==> src/rtl/deser_8bit.sv <==
// Serial-to-parallel byte assembler with valid/ready on both sides and a single output holding register.
// Define DESER_8BIT_MSB_FIRST_EN to have the first received bit land in out[7] instead of out[0].
module deser_8bit (
   input  logic       clk,
   input  logic       rst_n,
   input  logic       clear,
   input  logic       in_valid,
   input  logic       in_bit,
   output logic       in_ready,
   output logic [7:0] out,
   output logic       out_valid,
   input  logic       out_ready,
   output logic       out_any
);

   logic [7:0] shift_p0;
   logic [2:0] cnt;
   logic       in_beat;
   logic       done;
   logic [7:0] word;

   function automatic logic [2:0] bit_pos(input logic [2:0] c);
`ifdef DESER_8BIT_MSB_FIRST_EN
      return 3'd7 - c;
`else
      return c;
`endif
   endfunction

   // Only the final bit of a byte can stall, and only while the holding register is still full.
   assign in_ready = !(cnt == 3'd7 && out_valid && !out_ready);
   assign in_beat  = in_valid && in_ready && !clear;
   assign done     = in_beat && (cnt == 3'd7);
   assign out_any  = |out;

   always_comb begin
      word = shift_p0;
      word[bit_pos(cnt)] = in_bit;
   end

   // Stage p0: shift register and counter; output holding register loads on completion.
   always_ff @(posedge clk) begin
      if (!rst_n) begin
         shift_p0  <= 8'h00;
         cnt       <= 3'd0;
         out       <= 8'h00;
         out_valid <= 1'b0;
      end else begin
         if (clear) begin
            shift_p0 <= 8'h00;
            cnt      <= 3'd0;
         end else if (in_beat) begin
            shift_p0 <= done ? 8'h00 : word;
            cnt      <= cnt + 3'd1;
         end
         if (done) begin
            out       <= word;
            out_valid <= 1'b1;
         end else if (out_valid && out_ready) begin
            out_valid <= 1'b0;
         end
      end
   end

endmodule

==> config.mk <==
export PLATFORM = sky130hd
export DESIGN_NAME = deser_8bit
export DESIGN_NICKNAME = d
export VERILOG_FILES = /design/src/rtl/deser_8bit.sv
export SDC_FILE = /design/constraint.sdc
export NUM_CORES = 1
export LEC_CHECK = 0
export ABC_AREA = 1
export BUFFER_PORTS_ARGS = -buffer_cell sky130_fd_sc_hd__clkbuf_2
export CAP_MARGIN = 25
export CORE_MARGIN = 5
export CORE_UTILIZATION = 49
export CTS_CLUSTER_SIZE = 40
export DETAILED_ROUTE_END_ITERATION = 7
export HOLD_SLACK_MARGIN = 0.15
export PLACE_DENSITY = 0.71
export SLEW_MARGIN = 10
export SYNTH_ARGS = -nofsm -noshare
export SYNTH_HDL_FRONTEND = slang
export SYNTH_SLANG_ARGS = --single-unit
export TNS_END_PERCENT = 100
==> constraint.sdc <==
create_clock -name clk -period 1.2 [get_ports clk]
set_input_delay 0.12 -clock clk [delete_from_list [all_inputs] [get_ports clk]]
set_output_delay 0.12 -clock clk [all_outputs]
set_load 0.01 [all_outputs]
==> qor.yml <==
drtPass1Iterations: 4
hp-class: "in -> reg"
ir_drop_mv: 1.16
final_nets: 174
slew_violations: 0
core-area_um2: 2150
grt_pass1_vias: 926
crit_slowest_cell: "dfxtp_2"
rows: 17
post-route-period-util_pct: 113
setup_violations: 21
worst_slack_ns: -0.155
drive_gt1_share_pct: 50.3
cts-root-buf: "clkbuf_4"
drt_iter0_markers: 11
io_buffer_count: 16
hpwl_um: 1670
crit_chain: "ha_4 > ha_4 > buf_4 > nand3_4 > inv_4 > o21ai_1 > nor2_1"
avgRoutedWirePerCell_um: 13.3
h-tree-depth: 1
grt_util_all_layers_pct: 15.7
finalHoldViolCount: 0
die_area_um2: 3220
avgSynthCellArea_um2: 7.49
syn_area_um2: 1070
grt_antenna_before_repair: 0
cp_common_cell: "ha_4"
crit_type: "reg -> reg"
yosys_warnings: 0
via_per_inst: 5.24
power.density_nw_per_um2: 947
vias: 1011
start_util_pct: 49.9
synthesis.instances: 143
ff_latch_area_um2: 405
clock-sinks: 20
die_x_um: 56.8
num_antenna_cells: 0
io_pins: 17
final_cell_mix: "19 x nand2_1, 16 x inv_1, 16 x a21oi_2, 16 x dfxtp_1, 15 x clkbuf_2"
clock_latency_ns: 0.30
finalCriticalPeriod_ns: 1.36
numCtsBuffers: 3
grt-ovfl-total: 0
gp_congestion: 0.837
worstPathMaxFanout: 7
fmax_ghz: 0.738
skew_ns: 0.00129
max_stage_delay_ns: 0.35
crit_family: "flip-flops"
post-route-util_pct: 66.6
power.leakage_nw: 0.561
worstPathRequired_ns: 1.41
arrival_ns: 1.57
routed_wl_um: 2560
crit_path_end_kind: "flip-flop"
whs_ns: 0.181
final_common_cell: "nand2_1"
ys_seq_area_share_pct: 37.4
grt_pass1_wl_um: 4020
cts_tree: "yes"
postRouteAntennaNets: 0
status: "finished, violations left"
fin_setup_tns_ns: -1.58
drv_cap: 0
syn-num-nets: 151
multi_input_area_um2: 706
num-fill-cells: 174
startpoint_type: "flip-flop"
grt_start_max_net_pins: 15
violations: "negative setup slack"
remaining_drc_errors: 0
die_h_um: 56.8
rsz0062_at_grt: "true"
clk_pin_slew_ns: 0.12
max-clock-path-buffers: 2
ys_ff_latch: 20
path_buf_inv: 2
synth.distinct_cells: 21
worst_pin_slew_ns: 0.347
syn_to_final_growth_pct: 33.6
maxSlewHeadroom_pct: 76.8
==> logic make-up (layout without fill, tap and decap cells) <==
logic type / count (synthesis) / count (layout) / share of synthesized area, %
buffers and inverters: 27 / 48 / 12.9
AOI/OAI and AO/OA: 28 / 28 / 15.8
and+or+nand+nor: 66 / 67 / 31.7
adders and majority gates: 2 / 2 / 2.34
DFF: 20 / 20 / 37.4
==> final timing paths <==
kind                 end  cells after the start  slack [ns]         from
min               cnt[1]                      4        0.18        clear
max reg2reg       out[3]                      7       -0.16       cnt[0]
min reg2reg  shift_p0[0]                      2        0.48  shift_p0[0]
max               out[3]                      7       -0.16       cnt[0]
==> metal layers <==
layer | wire [um] | part of all wire, % | up-vias | GRT usage (%)
li1 | - | - | 519 | -
met1 | 1070 | 42 | 466 | 19.1
met2 | 1350 | 53 | 22 | 25.4
met3 | 103 | 4.0 | 4 | 5.06
met4 | 35 | 1.4 | 0 | 6.62
met5 | 0 | 0 | - | 0
==> through the flow <==
step	cell area [um^2]	power (mW)	setup WS, ns	std cells
2_1_floorplan	1110	0.766	0.00118	143
3_3_place_gp	1200	0.785	-0.124	185
3_5_place_dp	1200	0.788	-0.137	185
4_1_cts	1340	1.36	-0.135	190
5_1_grt	1430	1.41	-0.215	193
6_report	1430	1.36	-0.155	193
==> what timing repair did <==
action | CTS | global route
buffers inserted | 0 | 2
gates resized for setup | 24 | 17
hold buffers | 1 | 0
gates cloned | 0 | 1
pin swaps | 4 | 4
endpoints found under the hold margin | 9 | 0
setup endpoints to repair | 21 | 21
==> report_power, final <==
group	leakage (nW)	internal [mW]	total [mW]	switching [mW]
combinational	0.370	0.0395	0.126	0.0870
clock	0.0279	0.338	0.556	0.218
sequential	0.163	0.669	0.673	0.00417
==> tightest hold or removal path: cells and delay by family <==
family | cells | cell delay, ns
compound gates | 2 | 0.08
simple gates | 1 | 0.10
buf+inv | 1 | 0.15
==> state kept, by name, summed over array words and instances, names as in the netlist <==
name       cells
shift_p0       8
out            8
cnt            3
out_valid      1
==> synth_stat cells <==
master    instances  share of area, %
a21oi_1          13               6.1
a21oi_2           7               5.7
buf_2             3               1.4
buf_6             4               4.2
dfxtp_1          20                37
ha_1              2               2.3
inv_1            17               6.0
inv_2             2              0.70
inv_4             1              0.58
nand2_1          19               6.7
nand2_2           9               5.3
nand3_1          16               7.5
nand3_2           2               1.9
nand4_1           6               3.5
nor2_1            9               3.2
nor2_2            2               1.2
nor3_1            1              0.47
nor3_4            1               1.5
nor4_1            1              0.58
o21ai_0           7               3.3
o21bai_1          1              0.70
==> layout make-up <==
type,instances,share of cell area (%)
clock buffer,3,1.57
timing repair buffer,24,10.7
sequential,20,28.3
clock inverter,1,2.10
multi-input combinational,97,49.3
tap,28,2.45
inverter,20,5.59
Note: power is estimated with default switching activity, not from simulation.
